File: config.mk
export PLATFORM = sky130hd
export DESIGN_NAME = watch_set_core
export DESIGN_NICKNAME = d
export VERILOG_FILES = /design/src/rtl/watch_pkg.sv /design/src/rtl/watch_tick_gen.sv /design/src/rtl/watch_set_core.sv
export SDC_FILE = /design/constraint.sdc
export NUM_CORES = 1
export LEC_CHECK = 0
export BUFFER_PORTS_ARGS = -buffer_cell sky130_fd_sc_hd__buf_2
export CELL_PAD_IN_SITES_DETAIL_PLACEMENT = 1
export CELL_PAD_IN_SITES_GLOBAL_PLACEMENT = 2
export CORE_UTILIZATION = 35
export CTS_BUF_LIST = sky130_fd_sc_hd__clkbuf_8 sky130_fd_sc_hd__clkbuf_16
export DETAILED_ROUTE_END_ITERATION = 16
export HOLD_SLACK_MARGIN = 0.03
export PLACE_DENSITY = 0.86
export SYNTH_ARGS = -nofsm -noshare
export SYNTH_HDL_FRONTEND = slang
export SYNTH_SLANG_ARGS = --single-unit
File: constraint.sdc
create_clock -name clk -period 2.79 [get_ports clk]
set_input_delay 0.558 -clock clk [delete_from_list [all_inputs] [get_ports clk]]
set_output_delay 0.558 -clock clk [all_outputs]
set_load 0.01 [all_outputs]
File: src/rtl/watch_pkg.sv
// Shared encodings and wrap helpers for the watch core.
// Pure declarations; no timing and no flow control.
package watch_pkg;

    typedef enum logic [1:0] {
        FLD_SEC  = 2'd0,
        FLD_MIN  = 2'd1,
        FLD_HOUR = 2'd2
    } field_t;

    typedef enum logic {
        ST_RUN = 1'b0,
        ST_SET = 1'b1
    } state_t;

    localparam int SEC_MAX  = 59;
    localparam int MIN_MAX  = 59;
    localparam int HOUR_MAX = 23;

    function automatic logic [5:0] wrap_inc6(input logic [5:0] v, input logic [5:0] vmax);
        return (v == vmax) ? 6'd0 : v + 6'd1;
    endfunction

    function automatic logic [5:0] wrap_dec6(input logic [5:0] v, input logic [5:0] vmax);
        return (v == 6'd0) ? vmax : v - 6'd1;
    endfunction

    // Cursor rotation: right walks SEC->MIN->HOUR->SEC, left walks the reverse.
    function automatic field_t fld_right(input field_t f);
        case (f)
            FLD_SEC: return FLD_MIN;
            FLD_MIN: return FLD_HOUR;
            default: return FLD_SEC;
        endcase
    endfunction

    function automatic field_t fld_left(input field_t f);
        case (f)
            FLD_SEC:  return FLD_HOUR;
            FLD_HOUR: return FLD_MIN;
            default:  return FLD_SEC;
        endcase
    endfunction

endpackage

File: src/rtl/watch_tick_gen.sv
// Clock prescaler: one-cycle tick when the count reaches CLK_HZ/TICK_HZ-1.
// Tick is decoded from the count register; hold clears and freezes the count.
module watch_tick_gen #(
    parameter int CLK_HZ  = 100_000_000,
    parameter int TICK_HZ = 100
) (
    input  logic clk,
    input  logic rst,
    input  logic hold,
    output logic tick
);

    localparam int DIV   = (CLK_HZ / TICK_HZ > 0) ? CLK_HZ / TICK_HZ : 1;
    localparam int CNT_W = (DIV > 1) ? $clog2(DIV) : 1;
    localparam logic [CNT_W-1:0] TERM = CNT_W'(DIV - 1);

    logic [CNT_W-1:0] r_cnt;

    always_ff @(posedge clk or negedge rst) begin
        if (!rst) begin
            r_cnt <= '0;
        end else if (hold || (r_cnt == TERM)) begin
            r_cnt <= '0;
        end else begin
            r_cnt <= r_cnt + CNT_W'(1);
        end
    end

    assign tick = !hold && (r_cnt == TERM);

endmodule

File: src/rtl/watch_set_core.sv
// Real-time clock with SET mode: cursor, per-field up/down adjust, 12/24 h display.
// Field adjust lands one edge after the button pulse; no backpressure, pulses always consumed.
module watch_set_core
    import watch_pkg::*;
#(
    parameter int CLK_HZ     = 100_000_000,
    parameter int TICK_HZ    = 100,
    parameter int SUBSEC_W   = 7,
    parameter int BLINK_HZ   = 2,
    parameter int RESET_HOUR = 12
) (
    input  logic                clk,
    input  logic                rst,
    input  logic                sw_set,
    input  logic                mode_12h,
    input  logic                btn_left,
    input  logic                btn_right,
    input  logic                btn_up,
    input  logic                btn_down,
    output logic [SUBSEC_W-1:0] subsec,
    output logic [5:0]          sec,
    output logic [5:0]          min,
    output logic [4:0]          hour,
    output logic [4:0]          hour_disp,
    output logic                pm,
    output logic [2:0]          cursor,
    output logic                blink
);

    localparam logic [SUBSEC_W-1:0] SUB_TERM = SUBSEC_W'(TICK_HZ - 1);
    localparam logic [5:0] SEC_TOP  = 6'(SEC_MAX);
    localparam logic [5:0] MIN_TOP  = 6'(MIN_MAX);
    localparam logic [4:0] HOUR_TOP = 5'(HOUR_MAX);
    localparam int BLK_HALF = (TICK_HZ / (2 * BLINK_HZ) > 0) ? TICK_HZ / (2 * BLINK_HZ) : 1;
    localparam int BLK_W    = (BLK_HALF > 1) ? $clog2(BLK_HALF) : 1;
    localparam logic [BLK_W-1:0] BLK_TERM = BLK_W'(BLK_HALF - 1);

    state_t              r_state;
    field_t              r_field;
    logic [SUBSEC_W-1:0] r_subsec;
    logic [5:0]          r_sec;
    logic [5:0]          r_min;
    logic [4:0]          r_hour;
    logic                r_blink;
    logic [BLK_W-1:0]    r_blk_cnt;

    logic       w_hold;
    logic       w_run_tick;
    logic       w_free_tick;
    logic       w_blk_toggle;
    logic       w_adj_up;
    logic       w_adj_dn;
    logic       w_mv_r;
    logic       w_mv_l;
    logic [4:0] w_hour_inc;
    logic [4:0] w_hour_dec;
    logic [4:0] w_hour12;

    assign w_hold = (r_state == ST_SET);

    watch_tick_gen #(.CLK_HZ(CLK_HZ), .TICK_HZ(TICK_HZ)) u_run_tick (
        .clk  (clk),
        .rst  (rst),
        .hold (w_hold),
        .tick (w_run_tick)
    );

    // Blink phase follows an un-held prescaler so SET entry does not restart it.
    watch_tick_gen #(.CLK_HZ(CLK_HZ), .TICK_HZ(TICK_HZ)) u_free_tick (
        .clk  (clk),
        .rst  (rst),
        .hold (1'b0),
        .tick (w_free_tick)
    );

    assign w_blk_toggle = w_free_tick && (r_blk_cnt == BLK_TERM);
    assign w_adj_up     = btn_up && !btn_down;
    assign w_adj_dn     = btn_down && !btn_up;
    assign w_mv_r       = btn_right && !btn_left;
    assign w_mv_l       = btn_left && !btn_right;
    assign w_hour_inc   = (r_hour == HOUR_TOP) ? 5'd0 : r_hour + 5'd1;
    assign w_hour_dec   = (r_hour == 5'd0) ? HOUR_TOP : r_hour - 5'd1;

    always_ff @(posedge clk or negedge rst) begin
        if (!rst) begin
            r_state   <= ST_RUN;
            r_field   <= FLD_SEC;
            r_subsec  <= '0;
            r_sec     <= 6'd0;
            r_min     <= 6'd0;
            r_hour    <= 5'(RESET_HOUR);
            r_blink   <= 1'b1;
            r_blk_cnt <= '0;
        end else begin
            if (w_free_tick) begin
                r_blk_cnt <= (r_blk_cnt == BLK_TERM) ? '0 : r_blk_cnt + BLK_W'(1);
            end
            r_blink <= (r_state == ST_SET && sw_set) ? (r_blink ^ w_blk_toggle) : 1'b1;

            case (r_state)
                ST_RUN: begin
                    if (w_run_tick) begin
                        if (r_subsec == SUB_TERM) begin
                            r_subsec <= '0;
                            if (r_sec == SEC_TOP) begin
                                r_sec <= 6'd0;
                                if (r_min == MIN_TOP) begin
                                    r_min  <= 6'd0;
                                    r_hour <= w_hour_inc;
                                end else begin
                                    r_min <= r_min + 6'd1;
                                end
                            end else begin
                                r_sec <= r_sec + 6'd1;
                            end
                        end else begin
                            r_subsec <= r_subsec + SUBSEC_W'(1);
                        end
                    end
                    if (sw_set) begin
                        r_state <= ST_SET;
                    end
                end
                ST_SET: begin
                    // Adjust uses the pre-move cursor; the move lands on the same edge.
                    if (w_adj_up || w_adj_dn) begin
                        r_subsec <= '0;
                        case (r_field)
                            FLD_SEC:  r_sec  <= w_adj_up ? wrap_inc6(r_sec, SEC_TOP) : wrap_dec6(r_sec, SEC_TOP);
                            FLD_MIN:  r_min  <= w_adj_up ? wrap_inc6(r_min, MIN_TOP) : wrap_dec6(r_min, MIN_TOP);
                            FLD_HOUR: r_hour <= w_adj_up ? w_hour_inc : w_hour_dec;
                            default:  r_field <= FLD_SEC;
                        endcase
                    end
                    if (w_mv_r) begin
                        r_field <= fld_right(r_field);
                    end else if (w_mv_l) begin
                        r_field <= fld_left(r_field);
                    end
                    if (!sw_set) begin
                        r_state  <= ST_RUN;
                        r_subsec <= '0;
                    end
                end
                default: r_state <= ST_RUN;
            endcase
        end
    end

    always_comb begin
        w_hour12 = r_hour;
        if (r_hour == 5'd0) begin
            w_hour12 = 5'd12;
        end else if (r_hour > 5'd12) begin
            w_hour12 = r_hour - 5'd12;
        end
    end

    assign subsec    = r_subsec;
    assign sec       = r_sec;
    assign min       = r_min;
    assign hour      = r_hour;
    assign blink     = r_blink;
    assign pm        = (r_hour >= 5'd12);
    assign hour_disp = mode_12h ? w_hour12 : r_hour;
    assign cursor    = (r_state == ST_SET) ?
                       {r_field == FLD_HOUR, r_field == FLD_MIN, r_field == FLD_SEC} : 3'b000;

endmodule

==> impl_metrics.env, run 1 <==
export IMPL_synth_cell_types=62
export IMPL_cts_buffers=9
export IMPL_rsz0062_at_grt="no"
export IMPL_syn_nets=548
export IMPL_worst_setup_path_type="reg -> out"
export IMPL_viasPerCell=5.48
export IMPL_p_total_mw=4.09
export IMPL_fp_dieH_um=116
export IMPL_drv_cap=0
export IMPL_status="complete, no violations"
export IMPL_ys_flop_type="dfrtp_1"
export IMPL_io_pins=42
export IMPL_overflow=0
export IMPL_layout_drive_gt1_share=0.140
export IMPL_root_buffer="clkbuf_16"
export IMPL_core_um2=12700
export IMPL_fin_crit_ps=2580
export IMPL_drt_wl_total_um=12300
export IMPL_synth_warnings=0
export IMPL_num_antenna_cells=0
export IMPL_worstPathMaxFanout=8
export IMPL_setup_viol=0
export IMPL_fin_setup_tns_ps=0
export IMPL_ys_ff_latch=73
export IMPL_syn_instance_count=520
export IMPL_drt_initial_drc_count=181
export IMPL_rows=41
export IMPL_layout_worst_path_cycle_share=0.923
export IMPL_tritoncts="yes"
export IMPL_worst_setup_path_start_kind="flop"
export IMPL_synth_async_sr_flop_share=1.00
export IMPL_num_vias=4074
export IMPL_dp_hpwl_um=9030
export IMPL_first_pass_iters=4
export IMPL_syn_area_um2=4560
export IMPL_die_w_um=116
export IMPL_post_cts_buffers=0
export IMPL_start_util=0.360
export IMPL_synth_edf_count=0
export IMPL_nets=595
export IMPL_cp_required_ps=2230
export IMPL_port_buffers=41
export IMPL_grt_pass1_vias=4200
export IMPL_worst_pin_slew_ps=758
export IMPL_grt_max_degree=28
export IMPL_layout_commonest_cell="dfrtp_1"
export IMPL_synth_avg_cell_area_um2=8.78
export IMPL_cts_sinks=73
export IMPL_fmax_mhz=388
export IMPL_fin_skew_ps=6.73
export IMPL_gp_congestion=0.818
export IMPL_max_slew_margin=0.490
export IMPL_h_tree_depth=3
export IMPL_cp_arrival_ps=2020
export IMPL_fin_util=0.423
export IMPL_ant_nets=0
export IMPL_p_leak_nw=2.29
export IMPL_finalMaxSlewViolations=0
export IMPL_hold_viol=0
export IMPL_final_cell_mix="70 x dfrtp_1, 53 x nand2_1, 47 x nor2_1"
export IMPL_hold_class="in -> async"
export IMPL_clk_pin_slew_ps=50
export IMPL_num_fill_cells=1504
export IMPL_wl_per_cell_um=16.5
export IMPL_seq_area_frac_synth=0.401
export IMPL_clock_latency_ps=350
export IMPL_grt_usage=0.201
export IMPL_power_density_nw_per_um2=764
export IMPL_end_kind="output port"
export IMPL_dieArea_um2=13500
export IMPL_drc=0
export IMPL_area_growth_pct=17.4
export IMPL_grt_pass1_wl_um=20800
export IMPL_antenna_found_initial=0
export IMPL_peakVddDrop_v=0.000326
export IMPL_cts_buffer_depth=2
-- final cells by class --
class,count,area (um2),share of cell area
multi-input cells,401,2560,0.478
flip-flops and latches,73,1830,0.342
repair buffers,56,318,0.0593
clock buffers,12,267,0.0498
well taps,172,215,0.0402
inverters,26,97.6,0.0182
clock inverters,4,67.6,0.0126
-- cell usage after synthesis, types with 14 or more instances --
cell / count / share of area
dfrtp_1: 70 / 0.38
nand2_1: 53 / 0.044
nor2_1: 47 / 0.039
nand3_1: 32 / 0.035
inv_1: 26 / 0.021
o21ai_0: 25 / 0.027
xnor2_1: 23 / 0.044
a21oi_1: 22 / 0.024
ha_1: 20 / 0.055
nor3_1: 20 / 0.022
clkbuf_1: 18 / 0.015
xor2_1: 14 / 0.027
-- state kept, by name, indices dropped and copies added, names as in the netlist --
signal             flops
u_free_tick.r_cnt     20
u_run_tick.r_cnt      20
subsec                 7
min                    6
sec                    6
hour                   5
r_blk_cnt              5
r_field                2
blink                  1
r_state                1
-- worst paths after layout --
| check | startpoint | endpoint | slack, ps | depth (start not counted) |
|---|---|---|---|---|
| setup / recovery | hour[2] | hour_disp[4] | 210 | 5 |
| hold / removal | rst | hour[0] | 210 | 1 |
| setup reg to reg | u_run_tick.r_cnt[0] | min[2] | 300 | 6 |
| hold reg to reg | u_free_tick.r_cnt[19] | u_free_tick.r_cnt[19] | 480 | 1 |
| max in group asynchronous | rst | u_run_tick.r_cnt[12] | 1800 | 2 |
| min in group clk | sw_set | r_state | 390 | 1 |
-- cells by family after synthesis --
group,count (synthesis),share of synthesized area
adder cells (fa/ha/maj),20,0.0548
XOR/XNOR,37,0.0710
flip-flops,73,0.401
AO/OA/AOI/OAI,111,0.163
buffers and inverters,46,0.0381
AND/OR/NAND/NOR,227,0.259
multiplexers,6,0.0137
-- worst max-delay path, stage by stage (launching register included) --
cell	delay, ps
dfstp_2	620
inv_1	120
ha_1	270
a2111oi_1	410
a21o_1	130
buf_2	120
-- power breakdown --
group          switching [mW]  leakage, nW  total [mW]  internal [mW]
sequential              0.323        0.956        1.53           1.21
combinational           0.707         1.16        1.27          0.560
clock                   0.441        0.171        1.29          0.849
total                    1.47         2.29        4.09           2.62
-- metal layers --
layer	track usage	share of wire	vias up
li1	-	-	1972
met1	0.241	0.45	2028
met2	0.346	0.50	52
met3	0.0431	0.026	22
met4	0.0855	0.022	0
met5	0	0	-
-- timing repair --
action | CTS | global route
gates resized for setup | 0 | 1
hold buffers | 0 | 0
endpoints found under the setup margin | 0 | 1
-- through the flow --
step	instance area, um2	hold WS (ps)	instances	worst slack, ps
finish	5360	208	744	214
global route	5360	247	744	16.6
CTS	5350	218	744	186
detailed placement	5020	476	728	308
global placement	5020	470	728	373
floorplan	4560	262	520	385
Note: power is estimated with default switching activity, not from simulation.
==> run 2: changes to the inputs <==
--- a/config.mk
+++ b/config.mk
@@ -5,7 +5,7 @@
 export SDC_FILE = /design/constraint.sdc
 export NUM_CORES = 1
 export LEC_CHECK = 0
-export BUFFER_PORTS_ARGS = -buffer_cell sky130_fd_sc_hd__buf_2
+export BUFFER_PORTS_ARGS = -buffer_cell sky130_fd_sc_hd__clkbuf_2
 export CELL_PAD_IN_SITES_DETAIL_PLACEMENT = 1
 export CELL_PAD_IN_SITES_GLOBAL_PLACEMENT = 2
 export CORE_UTILIZATION = 35
==> run 2 against run 1 <==
Compared with the run above:
- total power fell by 1.8%
- global-route usage fell by 0.64 points
- non-clock buffer count shrank 1
- sequential power hardly changed
- worst setup slack worse by 2.2 ps
- wire length fell by 2.0%
- first-iteration DRC count grew 5.5%
- hold slack improved by 28 ps
==> impl_metrics.env, run 2 (synthesis results as in run 1) <==
export IMPL_status="complete, no violations"
export IMPL_core_um2=12700
export IMPL_die_w_um=116
export IMPL_cts_sinks=73
export IMPL_fin_crit_ps=2580
export IMPL_nets=594
export IMPL_ant_nets=0
export IMPL_worst_pin_slew_ps=832
export IMPL_area_growth_pct=16.8
export IMPL_cp_slowest_cell="dfstp_2"
export IMPL_worstPathMaxFanout=8
export IMPL_drv_cap=0
export IMPL_finalMaxSlewViolations=0
export IMPL_setup_viol=0
export IMPL_drc=0
export IMPL_fp_dieH_um=116
export IMPL_drt_initial_drc_count=191
export IMPL_cts_hold_buffers=0
export IMPL_cts_buffer_depth=2
export IMPL_layout_worst_path_cycle_share=0.924
export IMPL_gp_congestion=0.809
export IMPL_port_buffers=41
export IMPL_max_slew_margin=0.440
export IMPL_io_pins=42
export IMPL_worst_setup_path_type="reg -> out"
export IMPL_max_stage_delay_ps=630
export IMPL_fmax_mhz=388
export IMPL_layout_drive_gt1_share=0.142
export IMPL_crit_chain="inv_1 -> ha_1 -> a2111oi_0 -> a21o_1 -> clkbuf_2"
export IMPL_design_area_um2=5330
export IMPL_placed_area_um2=5010
export IMPL_viasPerCell=5.45
export IMPL_power_density_nw_per_um2=753
export IMPL_rsz0062_at_grt="no"
export IMPL_clk_pin_slew_ps=60
export IMPL_worst_slack_ps=212
export IMPL_cts_buffers=9
export IMPL_dieArea_um2=13500
export IMPL_hold_viol=0
export IMPL_rows=41
export IMPL_end_kind="output port"
export IMPL_clock_latency_ps=340
export IMPL_overflow=0
export IMPL_crit_family="flip-flops"
export IMPL_fin_skew_ps=5.42
export IMPL_start_util=0.360
export IMPL_cts_repair_resized=0
export IMPL_hold_class="in -> async"
export IMPL_wl_per_cell_um=16.2
export IMPL_antenna_found_initial=0
export IMPL_fin_cells=743
export IMPL_cp_arrival_ps=2020
export IMPL_num_vias=4046
export IMPL_root_buffer="clkbuf_16"
export IMPL_tritoncts="yes"
export IMPL_dp_hpwl_um=8790
export IMPL_num_antenna_cells=0
export IMPL_first_pass_iters=5
export IMPL_worst_setup_path_start_kind="flop"
export IMPL_layout_commonest_cell="dfrtp_1"
export IMPL_crit_buf_inv=2
export IMPL_grt_usage=0.194
export IMPL_grt_pass1_vias=4064
export IMPL_cp_required_ps=2230
export IMPL_post_cts_buffers=0
export IMPL_fin_setup_tns_ps=0
export IMPL_drt_wl_total_um=12000
export IMPL_p_leak_nw=2.26
export IMPL_grt_max_degree=45
export IMPL_dp_cells=727
export IMPL_grt_pass1_wl_um=20200
export IMPL_peakVddDrop_v=0.000338
export IMPL_h_tree_depth=3
export IMPL_final_cell_mix="70 x dfrtp_1, 53 x nand2_1, 47 x nor2_1"
export IMPL_post_place_ws_ps=231
run 2: cell count changes in the layout (fill, tap and decap cells not counted):
cell       before  now
a2111oi_1       1    0
clkbuf_2        0   40
buf_2          41    1
inv_6           0    1
a2111oi_0       0    1
buf_4          15   14
clkinv_2        0    2
bufinv_16       2    1
inv_1          28   26
run 2: metal layers:
metal	up-vias	track usage	share of wire	wire, um
li1	1964	-	-	-
met1	2021	0.240	0.45	5460
met2	50	0.338	0.51	6130
met3	11	0.0358	0.022	264
met4	0	0.0709	0.014	167
met5	-	0	0	0
run 2: stage by stage:
step / hold WS (ps) / power, mW / util
global placement: 467 / 2.77 / 0.396
detailed placement: 483 / 2.82 / 0.396
CTS: 252 / 4.07 / 0.420
floorplan: 262 / 2.35 / -
finish: 236 / 4.01 / 0.420
global route: 278 / 4.30 / 0.420
run 2: layout make-up:
type,count,area (um2)
inverters,26,97.6
clock buffers,12,267
well taps,172,215
fillers,1505,7340
flip-flops and latches,73,1830
repair buffers,55,310
clock inverters,4,48.8
multi-input cells,401,2560
run 2: worst register-to-register path, stage by stage (launching register included):
cell     delay (ps)
dfrtp_1         390
ha_1            210
nand3_1         150
or4_1           570
buf_4           200
o31ai_2         520
and2_1          300
a22o_1          170
run 2: power by group:
group          internal, mW  total [mW]  switching, mW
clock                 0.765        1.22          0.458
sequential             1.21        1.53          0.321
combinational         0.557        1.26          0.706
run 2: worst paths after layout:
kind,from,endpoint,slack [ps],cells after the start
setup / recovery,hour[2],hour_disp[4],210,5
hold / removal,rst,hour[0],240,2
min in group clk,sw_set,r_state,390,1
max in group asynchronous,rst,subsec[3],2030,2
hold reg to reg,u_free_tick.r_cnt[19],u_free_tick.r_cnt[19],490,1
setup reg to reg,u_run_tick.r_cnt[0],hour[4],240,7
==> run 3: changes to the inputs <==
--- a/config.mk
+++ b/config.mk
@@ -8,11 +8,13 @@
 export BUFFER_PORTS_ARGS = -buffer_cell sky130_fd_sc_hd__clkbuf_2
 export CELL_PAD_IN_SITES_DETAIL_PLACEMENT = 1
 export CELL_PAD_IN_SITES_GLOBAL_PLACEMENT = 2
-export CORE_UTILIZATION = 35
+export CORE_MARGIN = 5
+export CORE_UTILIZATION = 37
 export CTS_BUF_LIST = sky130_fd_sc_hd__clkbuf_8 sky130_fd_sc_hd__clkbuf_16
 export DETAILED_ROUTE_END_ITERATION = 16
 export HOLD_SLACK_MARGIN = 0.03
-export PLACE_DENSITY = 0.86
+export PLACE_DENSITY = 0.9
+export SETUP_SLACK_MARGIN = 0.5
 export SYNTH_ARGS = -nofsm -noshare
 export SYNTH_HDL_FRONTEND = slang
 export SYNTH_SLANG_ARGS = --single-unit
==> run 3 against run 2 <==
Compared with the run above:
- critical path depth up 2
- hold slack better by 140 ps
- via count up 3.3%
- critical endpoint is now hour_disp[2]
- largest cell class unchanged
- highest routed layer unchanged
==> impl_metrics.env, run 3 (synthesis results as in run 1) <==
export IMPL_hold_viol=0
export IMPL_post_place_ws_ps=338
export IMPL_worst_slack_ps=494
export IMPL_finalMaxSlewViolations=0
export IMPL_port_buffers=41
export IMPL_p_int_mw=2.53
export IMPL_worst_setup_path_type="reg -> out"
export IMPL_r2r_slack_ps=510
export IMPL_wl_per_cell_um=17.3
export IMPL_fin_crit_ps=2300
export IMPL_overflow=0
export IMPL_worst_setup_path_start_kind="flop"
export IMPL_rows=40
export IMPL_cp_required_ps=2230
export IMPL_layout_worst_path_cycle_share=0.823
export IMPL_nets=613
export IMPL_cts_buffers=9
export IMPL_fp_dieH_um=121
export IMPL_grt_pass1_wl_um=21700
export IMPL_fin_setup_tns_ps=0
export IMPL_p_clk_frac=0.257
export IMPL_cts_hold_buffers=0
export IMPL_fin_skew_ps=7.86
export IMPL_drt_wl_total_um=13100
export IMPL_rsz0062_at_grt="yes"
export IMPL_final_cell_mix="64 x dfrtp_1, 52 x nand2_1, 46 x nor2_1"
export IMPL_layout_commonest_cell="dfrtp_1"
export IMPL_grt_pass1_vias=4391
export IMPL_power_density_nw_per_um2=731
export IMPL_core_um2=12100
export IMPL_antenna_found_initial=0
export IMPL_placed_area_um2=4990
export IMPL_setup_viol=0
export IMPL_area_growth_pct=22.8
export IMPL_drt_initial_drc_count=249
export IMPL_cts_buffer_depth=2
export IMPL_worstPathMaxFanout=4
export IMPL_peakVddDrop_v=0.000329
export IMPL_dp_cells=720
export IMPL_grt_max_degree=74
export IMPL_max_slew_margin=0.358
export IMPL_die_w_um=121
export IMPL_hold_class="in -> async"
export IMPL_num_antenna_cells=0
export IMPL_p_leak_nw=2.35
export IMPL_cts_sinks=73
export IMPL_ant_nets=0
export IMPL_root_buffer="clkbuf_16"
export IMPL_cp_arrival_ps=1740
export IMPL_power_share_switching=0.381
export IMPL_status="complete, no violations"
export IMPL_grt_usage=0.183
export IMPL_p_total_mw=4.10
export IMPL_viasPerCell=5.53
export IMPL_drc=0
export IMPL_io_pins=42
export IMPL_clk_pin_slew_ps=60
export IMPL_seq_power_share=0.371
export IMPL_p_switching_mw=1.56
export IMPL_layout_drive_gt1_share=0.216
export IMPL_dp_hpwl_um=8980
export IMPL_fin_cells=756
export IMPL_end_kind="output port"
export IMPL_fmax_mhz=436
export IMPL_start_util=0.378
export IMPL_clock_latency_ps=340
export IMPL_first_pass_iters=4
export IMPL_pwr_share_comb=0.373
export IMPL_design_area_um2=5600
export IMPL_num_vias=4178
export IMPL_gp_congestion=0.864
export IMPL_drv_cap=0
export IMPL_dieArea_um2=14700
export IMPL_worst_pin_slew_ps=963
export IMPL_h_tree_depth=3
export IMPL_tritoncts="yes"
run 3: cell count changes in the layout (fill, tap and decap cells not counted), sizes merged:
cell,previous run,this run
buf,15,37
bufinv,1,0
clkbuf,52,48
clkinv,2,0
inv,27,29
run 3: through the flow:
step	hold slack [ps]	utilization
2_1_floorplan	262	-
3_3_place_gp	464	0.414
3_5_place_dp	482	0.414
4_1_cts	382	0.452
5_1_grt	388	0.465
6_report	381	0.465
run 3: final cells by class:
class,count,area [um2]
Timing Repair Buffer,74,467
Multi-Input combinational cell,401,2720
Clock inverter,3,11.3
Fill cell,1419,6460
Clock buffer,11,253
Tap cell,168,210
Sequential cell,73,1840
Inverter,26,103
run 3: worst max-delay path, stage by stage, from the launching register on:
cell and delay, ps:
dfstp_2 570, buf_4 140, nand2_2 90, a21oi_2 150, o21ai_2 80, xnor2_1 170
nand2_1 70, clkbuf_2 120
run 3: layer usage:
layer  GRT usage  share of wire  vias up
met1       0.217           0.43     2113
li1            -              -     2003
met5           0              0        -
met4      0.0574          0.014        0
met3      0.0424          0.031       13
met2       0.327           0.52       49
run 3: power by group through the flow:
| stage | clock network, mW | registers, mW | logic, mW |
|---|---|---|---|
| 3_3_place_gp | 0 | 1.50 | 1.29 |
| 2_1_floorplan | 0 | 1.45 | 0.900 |
| 6_report | 1.05 | 1.52 | 1.53 |
| 5_1_grt | 1.13 | 1.55 | 1.68 |
| 3_5_place_dp | 0 | 1.52 | 1.34 |
| 4_1_cts | 1.08 | 1.50 | 1.48 |
run 3: path summary, 6_finish.rpt:
kind	to	depth (start not counted)	startpoint
hold / removal	subsec[0]	1	rst
setup reg to reg	sec[3]	6	u_run_tick.r_cnt[7]
hold reg to reg	u_free_tick.r_cnt[19]	1	u_free_tick.r_cnt[19]
min in group clk	r_state	1	sw_set
setup / recovery	hour_disp[2]	7	hour[3]
max in group asynchronous	hour[0]	1	rst
run 3: repair_timing:
| item | 4_1_cts | 5_1_grt |
|---|---|---|
| pin swaps | 6 | 14 |
| gates resized for setup | 26 | 25 |
| setup buffers | 12 | 10 |
| setup endpoints to repair | 38 | 42 |
